File: src/rtl/sipo_deser_if.sv
// ---------------------------------------------------------------------------
// sipo_deser_if
//
// Purpose:
//   Bundles the serial input, the control inputs and the parallel output of
//   the sipo_deser deserializer into one interface.
//
// Signals:
//   shift         bit qualifier, serial_in is sampled only when shift=1
//   serial_in     serial data from the upstream piso serial_out
//   clr           synchronous abort of the partial word, clears overflow
//   out_ready     consumer accepts parallel_out when out_valid=1
//   parallel_out  assembled word, stable while out_valid=1
//   out_valid     word available
//   overflow      sticky flag, a completed word was dropped
//   bit_cnt       bits collected in the current partial word
//
// Modports:
//   master  the side that feeds bits and consumes words
//   slave   the deserializer itself
// ---------------------------------------------------------------------------
interface sipo_deser_if #(
  parameter int width = 4
) ();

  localparam int cnt_w = $clog2(width);

  logic             shift;
  logic             serial_in;
  logic             clr;
  logic             out_ready;
  logic [width-1:0] parallel_out;
  logic             out_valid;
  logic             overflow;
  logic [cnt_w-1:0] bit_cnt;

  modport master (
    output shift,
    output serial_in,
    output clr,
    output out_ready,
    input  parallel_out,
    input  out_valid,
    input  overflow,
    input  bit_cnt
  );

  modport slave (
    input  shift,
    input  serial_in,
    input  clr,
    input  out_ready,
    output parallel_out,
    output out_valid,
    output overflow,
    output bit_cnt
  );

endinterface

File: src/rtl/sipo_deser.sv
// ---------------------------------------------------------------------------
// sipo_deser
//
// Purpose:
//   Serial-in, parallel-out deserializer. Collects `width` qualified bits of
//   serial_in into a word, presents the word with a valid/ready handshake and
//   raises a sticky overflow flag when a completed word has to be dropped
//   because the previous one is still waiting for the consumer.
//
// Parameters:
//   width      bits per word (>= 2)
//   msb_first  1: first received bit ends up in parallel_out[width-1]
//              0: first received bit ends up in parallel_out[0]
//
// Ports:
//   clk   system clock, rising edge active
//   rst   asynchronous active-high reset
//   bus   sipo_deser_if slave modport (shift, serial_in, clr, out_ready in;
//         parallel_out, out_valid, overflow, bit_cnt out)
//
// All outputs come straight from registers; there is no combinational path
// from any input to any output.
// ---------------------------------------------------------------------------
module sipo_deser #(
  parameter int width     = 4,
  parameter bit msb_first = 1'b1
) (
  input  logic         clk,
  input  logic         rst,
  sipo_deser_if.slave  bus
);

  localparam int cnt_w = $clog2(width);
  localparam logic [cnt_w-1:0] last_cnt = cnt_w'(width - 1);

  // EMPTY: no word held for the consumer, FULL: parallel_out is valid.
  typedef enum logic {
    EMPTY = 1'b0,
    FULL  = 1'b1
  } state_t;

  state_t           state_reg,    state_next;
  logic [width-1:0] shift_reg,    shift_next;
  logic [cnt_w-1:0] bit_cnt_reg,  bit_cnt_next;
  logic [width-1:0] word_reg,     word_next;
  logic             overflow_reg, overflow_next;

  // Shift register contents after taking in the current serial_in bit.
  logic [width-1:0] assembled;
  logic             complete;
  logic             transfer;

  // -------------------------------------------------------------------------
  // Bit placement. For MSB-first the register moves towards the top and the
  // new bit enters at bit 0; for LSB-first it moves towards bit 0 and the new
  // bit enters at the top, so after `width` bits the first one sits at bit 0.
  // -------------------------------------------------------------------------
  generate
    genvar gi;
    if (msb_first) begin : g_msb
      assign assembled[0] = bus.serial_in;
      for (gi = 1; gi < width; gi++) begin : g_bit
        assign assembled[gi] = shift_reg[gi-1];
      end
    end else begin : g_lsb
      assign assembled[width-1] = bus.serial_in;
      for (gi = 0; gi < width - 1; gi++) begin : g_bit
        assign assembled[gi] = shift_reg[gi+1];
      end
    end
  endgenerate

  // A word completes when its last bit is sampled. clr suppresses sampling,
  // so no word can complete on a clr cycle.
  assign complete = bus.shift && !bus.clr && (bit_cnt_reg == last_cnt);

  // The handshake depends only on registered state plus out_ready, so
  // out_ready is naturally ignored while nothing is held.
  assign transfer = (state_reg == FULL) && bus.out_ready;

  // -------------------------------------------------------------------------
  // State register
  // -------------------------------------------------------------------------
  always_ff @(posedge clk or posedge rst) begin
    if (rst) begin
      state_reg    <= EMPTY;
      shift_reg    <= '0;
      bit_cnt_reg  <= '0;
      word_reg     <= '0;
      overflow_reg <= 1'b0;
    end else begin
      state_reg    <= state_next;
      shift_reg    <= shift_next;
      bit_cnt_reg  <= bit_cnt_next;
      word_reg     <= word_next;
      overflow_reg <= overflow_next;
    end
  end

  // -------------------------------------------------------------------------
  // Next-state logic
  // -------------------------------------------------------------------------
  always_comb begin
    state_next    = state_reg;
    shift_next    = shift_reg;
    bit_cnt_next  = bit_cnt_reg;
    word_next     = word_reg;
    overflow_next = overflow_reg;

    // Collection side. clr aborts the partial word but leaves the output
    // side alone, so a pending word survives it.
    if (bus.clr) begin
      shift_next    = '0;
      bit_cnt_next  = '0;
      overflow_next = 1'b0;
    end else if (bus.shift) begin
      shift_next = assembled;
      if (complete) begin
        bit_cnt_next = '0;
      end else begin
        bit_cnt_next = bit_cnt_reg + cnt_w'(1);
      end
    end

    // Output side.
    case (state_reg)
      EMPTY: begin
        if (complete) begin
          word_next  = assembled;
          state_next = FULL;
        end
      end
      FULL: begin
        if (transfer) begin
          // The slot frees up on this edge, so a word completing now can
          // take it directly without a bubble.
          if (complete) begin
            word_next = assembled;
          end else begin
            state_next = EMPTY;
          end
        end else if (complete) begin
          // Consumer still holds off: the new word is lost, the old one
          // stays on parallel_out.
          overflow_next = 1'b1;
        end
      end
      default: begin
        state_next = EMPTY;
      end
    endcase
  end

  // -------------------------------------------------------------------------
  // Outputs
  // -------------------------------------------------------------------------
  assign bus.parallel_out = word_reg;
  assign bus.out_valid    = (state_reg == FULL);
  assign bus.overflow     = overflow_reg;
  assign bus.bit_cnt      = bit_cnt_reg;

endmodule

File: src/flat_wrapper.sv
// flat-port wrapper written by rule: the top's interface ports become plain ports
module sipo_deser_flat 
#(
  parameter int width     = 4,
  parameter bit msb_first = 1'b1
)
  (clk, rst, bus_shift, bus_serial_in, bus_clr, bus_out_ready, bus_parallel_out, bus_out_valid, bus_overflow, bus_bit_cnt);
  sipo_deser_if #(.width(width)) bus_i ();
  input  logic clk;
  input  logic rst;
  input wire logic [$bits(bus_i.shift)-1:0] bus_shift;
  input wire logic [$bits(bus_i.serial_in)-1:0] bus_serial_in;
  input wire logic [$bits(bus_i.clr)-1:0] bus_clr;
  input wire logic [$bits(bus_i.out_ready)-1:0] bus_out_ready;
  output wire logic [$bits(bus_i.parallel_out)-1:0] bus_parallel_out;
  output wire logic [$bits(bus_i.out_valid)-1:0] bus_out_valid;
  output wire logic [$bits(bus_i.overflow)-1:0] bus_overflow;
  output wire logic [$bits(bus_i.bit_cnt)-1:0] bus_bit_cnt;
  assign bus_i.shift = bus_shift;
  assign bus_i.serial_in = bus_serial_in;
  assign bus_i.clr = bus_clr;
  assign bus_i.out_ready = bus_out_ready;
  assign bus_parallel_out = bus_i.parallel_out;
  assign bus_out_valid = bus_i.out_valid;
  assign bus_overflow = bus_i.overflow;
  assign bus_bit_cnt = bus_i.bit_cnt;
  sipo_deser #(.width(width), .msb_first(msb_first)) u_core (.clk(clk), .rst(rst), .bus(bus_i));
endmodule
File: config.mk
export PLATFORM = sky130hd
export DESIGN_NAME = sipo_deser_flat
export DESIGN_NICKNAME = d
export VERILOG_FILES = /design/src/rtl/sipo_deser_if.sv /design/src/rtl/sipo_deser.sv /design/src/flat_wrapper.sv
export SDC_FILE = /design/constraint.sdc
export NUM_CORES = 1
export LEC_CHECK = 0
export ABC_AREA = 1
export CAP_MARGIN = 30
export CORE_AREA = 2 2 39 41
export CTS_CLUSTER_SIZE = 25
export DETAILED_ROUTE_END_ITERATION = 8
export DIE_AREA = 0 0 41 43
export PLACE_DENSITY = 0.64
export SLEW_MARGIN = 20
export SYNTH_ARGS = -nofsm -noshare
export SYNTH_HDL_FRONTEND = slang
export SYNTH_SLANG_ARGS = --single-unit
export TNS_END_PERCENT = 10
File: constraint.sdc
create_clock -name clk -period 2 [get_ports clk]
set_input_delay 0.2 -clock clk [delete_from_list [all_inputs] [get_ports clk]]
set_output_delay 0.2 -clock clk [all_outputs]
set_load 0.01 [all_outputs]
==> results by group <==
Logic synthesis
  – Top cells by area, synth: dfrtp_1 (56%), nand2_1 (14%), nand4_1 (5.1%)
  – Most frequent cells after synthesis: nand2_1 (18), dfrtp_1 (11), inv_1 (5), nand4_1 (4), nand3_1 (3)
  – Sequential area share after synthesis: between 50% and 60%
  – Yosys reg bits: 11
  – Top_reg_cell synth: dfrtp_1
  – Count leader, synth: nand2_1
  – Mapped Cells: 51
  – Ys async rst share: 100%
  – Number of synthesized flops with an enable pin: 0
  – Cell taking the most area after synthesis: dfrtp_1
  – Yosys warnings: 0
  – Post-synth top area share: 56.1%
  – Synth Net Count: 58
  – Syn avg cell area: 9.62 sq um
  – Post-Syn Area: 490 sq um
  – Unique masters post-synth: 14

Clock tree
  – CTS Buffer Depth: 2
  – CTS tree: done
  – Post-CTS Hold Buffers: 0
  – Cts repair resizes: 0
  – Setup bufs post-CTS: 0
  – Root buffer cell: clkbuf_4
  – Clock latency on the worst-skew pair: 0.27 ns
  – H-tree depth: 1
  – CTS clock-pin slew for the worst setup and hold paths: 0.07 ns
  – Cts bufs inserted: 3
  – Clock Sinks: 11

STA
  – Setup WS post-layout: roughly 0.56 ns
  – Count of final hold-check violations: 0
  – RSZ-0062 raised after global routing: no
  – Worst slew margin: 72.5%
  – Final setup vio count: 0
  – Min cycle time layout: 1.44 ns
  – Slew Viols, Final: 0
  – Transition time of the tightest slew-check pin: 0.413 ns
  – F_max: between 0.6 and 0.7 GHz
  – Final period utilization: 72.1%
  – Setup TNS: 0 ns
  – Skew final: a little under 0.004 ns

Route
  – First DRT Iteration DRCs: 6
  – Vias/cell: 4.74
  – Routed WL: ~840 microns
  – Detail Route Antenna Nets: 0
  – DRC: 0
  – WL/cell: 9.99 microns
  – Initial DRT Pass Iterations: 4
  – Via count: 398

Die
  – DIE WIDTH: approximately 41 microns
  – FP Rows: 14
  – IO Pins: 14
  – Die height: roughly 43 microns
  – Die area: 0.00176 sq mm
  – Initial Utilization: 35.4%
  – Core area: 0.00138 sq mm

Placement
  – Dpl cell area: between 600 and 700 sq um
  – IO buf count: 13
  – Hpwl dp: 662 microns
  – Placed cells: 80
  – Placer congestion estimate: 0.721
  – Pre-CTS WS: 0.719 ns

Global routing
  – Met1 GRT Util: 15.3%
  – Busiest grt layer: met2
  – Met2 global-route usage: 15.6%
  – Total gr overflow: 0
  – GRT Util Overall: about 12%
  – Global-route wire length before repair: 1.33 mm
  – Pin count of the biggest net entering global routing: 12
  – Initial antenna violation count: 0
  – Vias in the first global route: about 330
  – Met3 Track Usage GR: ~3.1%

Finish
  – Area of the multi-input gates: 193 sq um
  – Final nets: 76
  – Max reg flops: 4
  – Area added between synthesis and finish: 36.2%
  – Area of all sequential standard cells: 275 sq um
  – Share of cells above drive strength 1: 13.2%
  – Finished layout cell area: 668 sq um
  – N_diodes: 0
  – Fill count: 137
  – Layout Cells excl Fill: 84

Setup path
  – CP delay by family, top: buffers and inverters
  – CP Launch Type: flop
  – Cells on worst reg2reg path: 4
  – Reg2reg start: u_core.bus.bit_cnt[0]
  – Worst reg2reg path endpoint: u_core.bus.parallel_out[1]
  – R2r setup slk: 0.88 ns
  – CP Cell Sequence: clkdlybuf4s50_1
  – Worst setup EP type: output pin
  – Slowest stage cell on the critical path: clkdlybuf4s50_1
  – WP buf/inv: 1
  – Worst-path maximum fanout: 4
  – Worst endpoint data arrival time: about 1.2 ns
  – Req. time, crit path: 1.80 ns
  – Critical path class: flop to output pin
  – Critical Path Max Stage Delay: 0.56 ns

Power
  – Pleak: ~0.00033 uW
  – Power density over cell area: a little under 700 mW/mm^2
  – Worst vdd ir: 364 uV

Run status
  – Outcome: complete, no violations

Run
  – MaxCap Viol Count: 0

Min path
  – Hold Path Class: primary input to asynchronous set/reset pin
==> worst max path at each step <==
stage                                      from                          to  slack [ns]  depth (start not counted)
after floorplan           u_core.bus.bit_cnt[0]  u_core.bus.parallel_out[0]        0.95                          4
after global placement                bus_shift  u_core.bus.parallel_out[1]        0.73                          6
after detailed placement              bus_shift  u_core.bus.parallel_out[1]        0.72                          6
after CTS                 u_core.bus.bit_cnt[0]              bus_bit_cnt[0]        0.55                          1
after global routing      u_core.bus.bit_cnt[0]              bus_bit_cnt[0]        0.51                          1
final                     u_core.bus.bit_cnt[0]              bus_bit_cnt[0]        0.56                          1
==> cell usage in the layout (no fill, tap or decap) <==
master	synthesis	routed
clkbuf_4	0	3
clkdlybuf4s50_1	0	13
clkinv_2	0	1
dfrtp_1	11	11
ha_1	1	1
inv_1	5	5
inv_2	1	1
nand2_1	18	18
nand2_2	1	1
nand3_1	3	3
nand3_4	1	1
nand4_1	4	4
nor2_1	1	1
nor2_8	1	1
o21ai_0	2	2
o21ai_2	1	1
o22ai_1	1	1
==> final cells by class <==
cell class / count / share of cell area [%]
Tap cell: 16 / 3.00
Sequential cell: 11 / 41.2
Multi-Input combinational cell: 34 / 28.8
Inverter: 6 / 3.37
Clock inverter: 1 / 0.749
Clock buffer: 3 / 3.37
Timing Repair Buffer: 13 / 19.5
==> kinds of logic (layout without fill, tap and decap cells) <==
kind of cell / Yosys count / in the layout / share of synthesized area, %
buffers and inverters: 6 / 23 / 4.59
AND/OR/NAND/NOR: 29 / 29 / 31.6
flip-flops: 11 / 11 / 56.1
AO/OA/AOI/OAI: 4 / 4 / 5.10
adder cells (fa/ha/maj): 1 / 1 / 2.55
==> per-layer routing <==
| metal | up-vias | share of wire, % |
|---|---|---|
| met5 | - | 0 |
| met3 | 5 | 6.2 |
| met4 | 0 | 4.5 |
| li1 | 203 | - |
| met2 | 16 | 43 |
| met1 | 174 | 46 |
==> per-stage QoR <==
step | power, uW | hold slack [ns] | utilization (%)
6_report | 455 | 0.217 | 48.3
5_1_grt | 484 | 0.266 | 48.3
4_1_cts | 462 | 0.236 | 48.3
3_5_place_dp | 311 | 0.465 | 46.3
3_3_place_gp | 310 | 0.464 | 46.3
2_1_floorplan | 275 | 0.0524 | -
==> power breakdown <==
group,internal [uW],total (uW),switching [uW]
registers,233,241,7.34
logic,32.8,64.5,31.7
clock network,74.1,149,75.3
Power figures use the tool's default switching activity.
